### src/rtl/fg_pkg.sv
// Shared constants and helpers for the function generator output stage.
package fg_pkg;

  localparam int unsigned DEFAULT_WAVEFORM_BITWIDTH = 16;
  localparam int unsigned DEFAULT_PWM_BITWIDTH      = 8;
  localparam int unsigned PWM_FRAME_LEN             = 2 ** DEFAULT_PWM_BITWIDTH;

  // Number of clk_i cycles in one PWM frame for a P-bit modulator.
  function automatic int unsigned pwm_frame_len(input int unsigned p);
    return 32'd1 << p;
  endfunction

endpackage

### src/rtl/fg_output_stage_if.sv
// Sample-in / conditioned-code-out bundle of the output stage.
interface fg_output_stage_if
  import fg_pkg::*;
#(
  parameter int unsigned WAVEFORM_BITWIDTH = DEFAULT_WAVEFORM_BITWIDTH
);

  logic                         clk_en_i;
  logic                         en_i;
  logic                         invert_i;
  logic [WAVEFORM_BITWIDTH:0]   wave_i;
  logic [WAVEFORM_BITWIDTH:0]   offset_i;
  logic [WAVEFORM_BITWIDTH-1:0] dac_o;
  logic                         sat_o;
  logic                         pwm_o;
  logic                         frame_o;

  modport master (
    output clk_en_i, en_i, invert_i, wave_i, offset_i,
    input  dac_o, sat_o, pwm_o, frame_o
  );

  modport slave (
    input  clk_en_i, en_i, invert_i, wave_i, offset_i,
    output dac_o, sat_o, pwm_o, frame_o
  );

endinterface

### src/rtl/fg_pwm_modulator.sv
// First-order noise-shaped PWM: duty is requantised from the DAC code once per frame and
// the truncated LSBs carry over into the next frame.
module fg_pwm_modulator
  import fg_pkg::*;
#(
  parameter int unsigned WAVEFORM_BITWIDTH = DEFAULT_WAVEFORM_BITWIDTH,
  parameter int unsigned PWM_BITWIDTH      = DEFAULT_PWM_BITWIDTH
) (
  input  logic                         clk_i,
  input  logic                         rstn_i,
  input  logic                         en_i,
  input  logic [WAVEFORM_BITWIDTH-1:0] dac_i,
  output logic                         pwm_o,
  output logic                         frame_o
);

  localparam int unsigned W = WAVEFORM_BITWIDTH;
  localparam int unsigned P = PWM_BITWIDTH;
  localparam logic [P-1:0] CntLast = P'(pwm_frame_len(P) - 1);

  logic [P-1:0]   cnt_q, cnt_d;
  logic [P:0]     duty_q, duty_d;
  logic [W-P-1:0] err_q, err_d;
  logic           pwm_q, pwm_d;
  logic           frame_q, frame_d;
  logic [W:0]     acc;

  always_comb begin
    cnt_d   = '0;
    duty_d  = '0;
    err_d   = '0;
    pwm_d   = 1'b0;
    frame_d = 1'b0;
    acc     = {1'b0, dac_i} + {{(P + 1){1'b0}}, err_q};
    if (en_i) begin
      cnt_d   = cnt_q + 1'b1;
      duty_d  = duty_q;
      err_d   = err_q;
      // P+1 bit compare so that duty = 2^P keeps the pin high for the whole frame.
      pwm_d   = ({1'b0, cnt_q} < duty_q);
      frame_d = (cnt_q == '0);
      if (cnt_q == CntLast) begin
        duty_d = acc[W:W-P];
        err_d  = acc[W-P-1:0];
      end
    end
  end

  always_ff @(posedge clk_i or negedge rstn_i) begin
    if (!rstn_i) begin
      cnt_q   <= '0;
      duty_q  <= '0;
      err_q   <= '0;
      pwm_q   <= 1'b0;
      frame_q <= 1'b0;
    end else begin
      cnt_q   <= cnt_d;
      duty_q  <= duty_d;
      err_q   <= err_d;
      pwm_q   <= pwm_d;
      frame_q <= frame_d;
    end
  end

  assign pwm_o   = pwm_q;
  assign frame_o = frame_q;

endmodule

### src/rtl/fg_output_stage.sv
// Output stage: offset add, clip to unsigned DAC code, optional inversion, registered DAC
// port plus noise-shaped PWM.
module fg_output_stage
  import fg_pkg::*;
#(
  parameter int unsigned WAVEFORM_BITWIDTH = DEFAULT_WAVEFORM_BITWIDTH,
  parameter int unsigned PWM_BITWIDTH      = DEFAULT_PWM_BITWIDTH
) (
  input  logic         clk_i,
  input  logic         rstn_i,
  fg_output_stage_if.slave bus
);

  localparam int unsigned W = WAVEFORM_BITWIDTH;

  logic [W+1:0] sum;
  logic         sum_neg;
  logic         sum_over;
  logic [W-1:0] clipped;
  logic [W-1:0] code;
  logic [W-1:0] dac_q, dac_d;
  logic         sat_q, sat_d;
  logic         pwm;
  logic         frame;

  always_comb begin
    // Sign-extend both operands to W+2 bits so the sum can never wrap.
    sum      = {bus.wave_i[W], bus.wave_i} + {bus.offset_i[W], bus.offset_i};
    sum_neg  = sum[W+1];
    sum_over = !sum[W+1] && sum[W];
    if (sum_neg) begin
      clipped = '0;
    end else if (sum_over) begin
      clipped = '1;
    end else begin
      clipped = sum[W-1:0];
    end
    code  = bus.invert_i ? ~clipped : clipped;
    dac_d = dac_q;
    sat_d = sat_q;
    if (bus.clk_en_i) begin
      dac_d = code;
      sat_d = sum_neg || sum_over;
    end
  end

  always_ff @(posedge clk_i or negedge rstn_i) begin
    if (!rstn_i) begin
      dac_q <= '0;
      sat_q <= 1'b0;
    end else begin
      dac_q <= dac_d;
      sat_q <= sat_d;
    end
  end

  fg_pwm_modulator #(
    .WAVEFORM_BITWIDTH (WAVEFORM_BITWIDTH),
    .PWM_BITWIDTH      (PWM_BITWIDTH)
  ) u_pwm (
    .clk_i   (clk_i),
    .rstn_i  (rstn_i),
    .en_i    (bus.en_i),
    .dac_i   (dac_q),
    .pwm_o   (pwm),
    .frame_o (frame)
  );

  assign bus.dac_o   = dac_q;
  assign bus.sat_o   = sat_q;
  assign bus.pwm_o   = pwm;
  assign bus.frame_o = frame;

endmodule

### src/flat_wrapper.sv
// flat-port wrapper written by rule: the top's interface ports become plain ports
module fg_output_stage_flat import fg_pkg::*;
#(
  parameter int unsigned WAVEFORM_BITWIDTH = DEFAULT_WAVEFORM_BITWIDTH,
  parameter int unsigned PWM_BITWIDTH      = DEFAULT_PWM_BITWIDTH
)
  (clk_i, rstn_i, bus_clk_en_i, bus_en_i, bus_invert_i, bus_wave_i, bus_offset_i, bus_dac_o, bus_sat_o, bus_pwm_o, bus_frame_o);
  fg_output_stage_if #(.WAVEFORM_BITWIDTH(WAVEFORM_BITWIDTH)) bus_i ();
  input  logic clk_i;
  input  logic rstn_i;
  input wire logic [$bits(bus_i.clk_en_i)-1:0] bus_clk_en_i;
  input wire logic [$bits(bus_i.en_i)-1:0] bus_en_i;
  input wire logic [$bits(bus_i.invert_i)-1:0] bus_invert_i;
  input wire logic [$bits(bus_i.wave_i)-1:0] bus_wave_i;
  input wire logic [$bits(bus_i.offset_i)-1:0] bus_offset_i;
  output wire logic [$bits(bus_i.dac_o)-1:0] bus_dac_o;
  output wire logic [$bits(bus_i.sat_o)-1:0] bus_sat_o;
  output wire logic [$bits(bus_i.pwm_o)-1:0] bus_pwm_o;
  output wire logic [$bits(bus_i.frame_o)-1:0] bus_frame_o;
  assign bus_i.clk_en_i = bus_clk_en_i;
  assign bus_i.en_i = bus_en_i;
  assign bus_i.invert_i = bus_invert_i;
  assign bus_i.wave_i = bus_wave_i;
  assign bus_i.offset_i = bus_offset_i;
  assign bus_dac_o = bus_i.dac_o;
  assign bus_sat_o = bus_i.sat_o;
  assign bus_pwm_o = bus_i.pwm_o;
  assign bus_frame_o = bus_i.frame_o;
  fg_output_stage #(.WAVEFORM_BITWIDTH(WAVEFORM_BITWIDTH), .PWM_BITWIDTH(PWM_BITWIDTH)) u_core (.clk_i(clk_i), .rstn_i(rstn_i), .bus(bus_i));
endmodule
### config.mk
export PLATFORM = sky130hd
export DESIGN_NAME = fg_output_stage_flat
export DESIGN_NICKNAME = d
export VERILOG_FILES = /design/src/rtl/fg_pkg.sv /design/src/rtl/fg_output_stage_if.sv /design/src/rtl/fg_pwm_modulator.sv /design/src/rtl/fg_output_stage.sv /design/src/flat_wrapper.sv
export SDC_FILE = /design/constraint.sdc
export NUM_CORES = 1
export LEC_CHECK = 0
export ABC_AREA = 1
export ABC_CLOCK_PERIOD_IN_PS = 1700
export BUFFER_PORTS_ARGS = -buffer_cell sky130_fd_sc_hd__buf_2
export CAP_MARGIN = 20
export CORE_MARGIN = 2
export CORE_UTILIZATION = 32
export CTS_CLUSTER_DIAMETER = 80
export DETAILED_ROUTE_END_ITERATION = 8
export GPL_TIMING_DRIVEN = 1
export HOLD_SLACK_MARGIN = 0.03
export PLACE_DENSITY = 0.57
export SKIP_LAST_GASP = 1
export SLEW_MARGIN = 40
export SYNTH_ARGS = -nofsm -noshare
export SYNTH_HDL_FRONTEND = slang
export SYNTH_HIERARCHICAL = 1
export SYNTH_SLANG_ARGS = --single-unit
### constraint.sdc
create_clock -name clk_i -period 1.7 [get_ports clk_i]
set_input_delay 0.425 -clock clk_i [delete_from_list [all_inputs] [get_ports clk_i]]
set_output_delay 0.425 -clock clk_i [all_outputs]
set_load 0.005 [all_outputs]
==> reports/qor.yml <==
yosysSeqAreaShare: 0.2592
max_stage_delay_ns: 0.36
clock_latency_ns: 0.29
dieHeight_um: 119.2
synth_cell_types: 36
fin_area_sq_mm: 0.006177
power.density_mw_per_mm2: 654.9
route.vias.total: 4525
crit_fanout: 8
clock_skew_ns: 0.008196
ir_drop_v: 0.0003413
synth-xor-area-share: 0.02062
cts_made_buffers: 5
synthMuxAreaShare: 0
post-route-util: 0.4721
rr_startpoint: "u_core/bus.dac_o[0]"
postSynthCellCount: 680
violations: "negative setup slack"
synth_top_family_by_area: "simple AND/OR/NAND/NOR gates"
power_frac_seq: 0.307
maxCapViolCount: 0
start_util: 0.3246
htreeDepth: 2
fin_hold_ws_ns: 0.08737
reg2regPathDepth: 11
wl_per_cell_um: 11.57
instances_no_fill: 995
end_kind: "flip-flop"
cp_slowest_cell: "fa_2"
critical_path_required_ns: 1.93
crit_chain: "buf_6, ha_4, fa_2, nand2_2, nand3_4, nand3_4, nand2_4, nand2_4, nand2_2, nand2_4, nand2_8, nand2_4, nand2_2, nand2_2, nand3_2, nand2_2"
switching_share: 0.3595
firstDrtPassIters: 4
grt_max_degree: 45
timing.rr.end: "u_core/u_pwm/err_q[6]"
status: "finished, violations left"
finalSetupTns_ns: -2.513
drc: 0
tightestPinTransition_ns: 0.4511
internal-power_mw: 2.591
dp_hpwl_um: 8552
power_mw: 4.046
synth_warnings: 6
die_w_um: 119.2
slew_violations: 0
synth-compound-area-share: 0.04300
pre_cts_slack_ns: -0.5580
crit_path_frequent_cell: "nand2_2"
min_period_ns: 1.869
grt_pass1_vias: 4353
setup_violations: 20
comb_power_share: 0.418
grtUsageTotal: 0.1667
grt_pass1_wl_um: 19770
num-fill-cells: 1342
p_switching_mw: 1.455
ys_ff_latch: 44
worstSetupStartpointType: "input pin"
area_delta_synth_final_pct: 45.42
rows: 42
final_nets: 893
portBuffers: 57
drt-initial-drc-count: 248
rrSetupSlack_ns: -0.04
die_area_sq_mm: 0.01421
dp.cells: 974
clock-sinks: 44
drive_gt1_frac: 0.3370
antenna_found_initial: 0
avgSynthCellArea_sq_um: 6.247
clockRootBuffer: "clkbuf_16"
via_per_inst: 4.548
wl_um: 11510
slew_headroom: 0.6989
clockPowerShare: 0.275
gp_congestion: 0.8318
path_class: "input pin to flip-flop"
rsz0062_at_grt: "yes"
cts_hold_buf: 0
synth_area_sq_mm: 0.004248
core_sq_mm: 0.01309
ios: 58
synthAdderAreaFrac: 0.1096
cp-endpoint: "u_core/bus.dac_o[5]"
placed_cell_area_sq_mm: 0.005238
clkTransAtPathRegs_ns: 0.07
hold_class: "input pin to asynchronous set/reset pin"
grt.overflow.total: 0
fin_crit_sh: 1.099
startpoint: "bus_offset_i[0]"
synth-simple-area-share: 0.4406
final_cell_mix: "235 x nand2_1, 107 x inv_1, 78 x buf_4"
clockBufferDepth: 2
antenna_cells: 0
final_common_cell: "nand2_1"
fmax_mhz: 535.0
drtAntennaViolNets: 0
hold_viol: 0
critPathArrivalTime_ns: 2.10
synth_nets: 755
leakage_nw: 3.388
cts_tree: "built"
layout_setup_ws_ns: -0.1691
## metal layers
metal / share of wire / up-vias / global-route usage
met4: 0.013 / 0 / 0.03943
met1: 0.47 / 2040 / 0.2192
met5: 0 / - / 0
met2: 0.49 / 77 / 0.2917
met3: 0.031 / 10 / 0.01916
li1: - / 2398 / -
## power groups by stage
stage	sequential (mW)	clock, mW	combinational (mW)
floorplan	1.23	0	0.856
global placement	1.24	0	1.36
detailed placement	1.24	0	1.37
CTS	1.22	1.15	1.55
global route	1.26	1.19	1.90
finish	1.24	1.11	1.69
## registers in the layout, indices dropped and copies added (netlist names)
name / flops
u_core/bus.dac_o: 16
u_core/bus.sat_o: 1
u_core/u_pwm/cnt_q: 8
u_core/u_pwm/duty_q: 9
u_core/u_pwm/err_q: 8
u_core/u_pwm/frame_o: 1
u_core/u_pwm/pwm_o: 1
## worst max-delay path, delay by kind of cell
family                   cells  cell delay [ns]
AND/OR/NAND/NOR             13             1.07
adder cells (fa/ha/maj)      2             0.51
buffers and inverters        1             0.10
## synth_stat cells
master | instances | area (sq um)
o2111ai_1 | 1 | 8.760
buf_6 | 5 | 56.30
a21o_1 | 1 | 7.510
nand3_1 | 83 | 415.4
nand2_1 | 266 | 998.5
o21ai_0 | 8 | 40.04
nor2_1 | 34 | 127.6
fa_1 | 2 | 40.04
buf_4 | 4 | 30.03
buf_12 | 1 | 20.02
nand3b_1 | 3 | 22.52
nor4_1 | 1 | 6.260
nand3_2 | 2 | 20.02
inv_1 | 109 | 409.1
clkbuf_1 | 2 | 7.510
ha_1 | 34 | 425.4
and2_1 | 1 | 6.260
xnor2_1 | 6 | 52.55
inv_2 | 3 | 11.26
clkinv_2 | 1 | 5.000
or2_1 | 2 | 12.51
nor2_2 | 1 | 6.260
nand2_2 | 14 | 87.58
nand4_1 | 5 | 31.28
nor3_2 | 1 | 10.01
dfrtp_1 | 44 | 1101
a21oi_1 | 22 | 110.1
nor3_1 | 7 | 35.03
and2_0 | 1 | 6.260
o21ai_1 | 2 | 10.01
or2_2 | 5 | 31.28
a31oi_1 | 1 | 6.260
xor2_1 | 4 | 35.03
nor2_4 | 1 | 11.26
nand2_4 | 2 | 22.52
nand4_4 | 1 | 21.27
## worst min-delay path by stage
| stage | endpoint | cells past startpoint | slack, ns |
|---|---|---|---|
| 4_1_cts | u_core/u_pwm/err_q[1] | 2 | 0.12 |
| 3_3_place_gp | u_core/u_pwm/err_q[1] | 2 | 0.43 |
| 3_5_place_dp | u_core/u_pwm/err_q[1] | 2 | 0.43 |
| 5_1_grt | u_core/u_pwm/err_q[1] | 2 | 0.13 |
| 2_1_floorplan | u_core/bus.dac_o[0] | 0 | 0.13 |
| 6_report | u_core/u_pwm/err_q[1] | 2 | 0.09 |
## timing repair
item / 4_1_cts / 5_1_grt
pin swaps: 28 / 28
setup buffers: 3 / 6
setup endpoints to repair: 24 / 30
resized for setup: 53 / 72
gates cloned: 3 / 1
## kinds of logic after synthesis
| kind of cell | after synthesis |
|---|---|
| xor gates and xnor gates | 10 |
| and+or+nand+nor | 430 |
| DFF | 44 |
| adders and majority gates | 36 |
| AOI/OAI and AO/OA | 35 |
| buffers and inverters | 125 |
## cell type report
type                       instances  area [sq um]  share of cell area
clock buffer                       5         125.1             0.02026
clock inverter                     3         42.54            0.006887
inverter                         113         427.9             0.06927
multi-input combinational        515          3323              0.5380
sequential                        44          1101              0.1782
tap                              176         220.2             0.03565
timing repair buffer             139         937.1              0.1517
No activity file was read; power rests on OpenSTA's default activity.
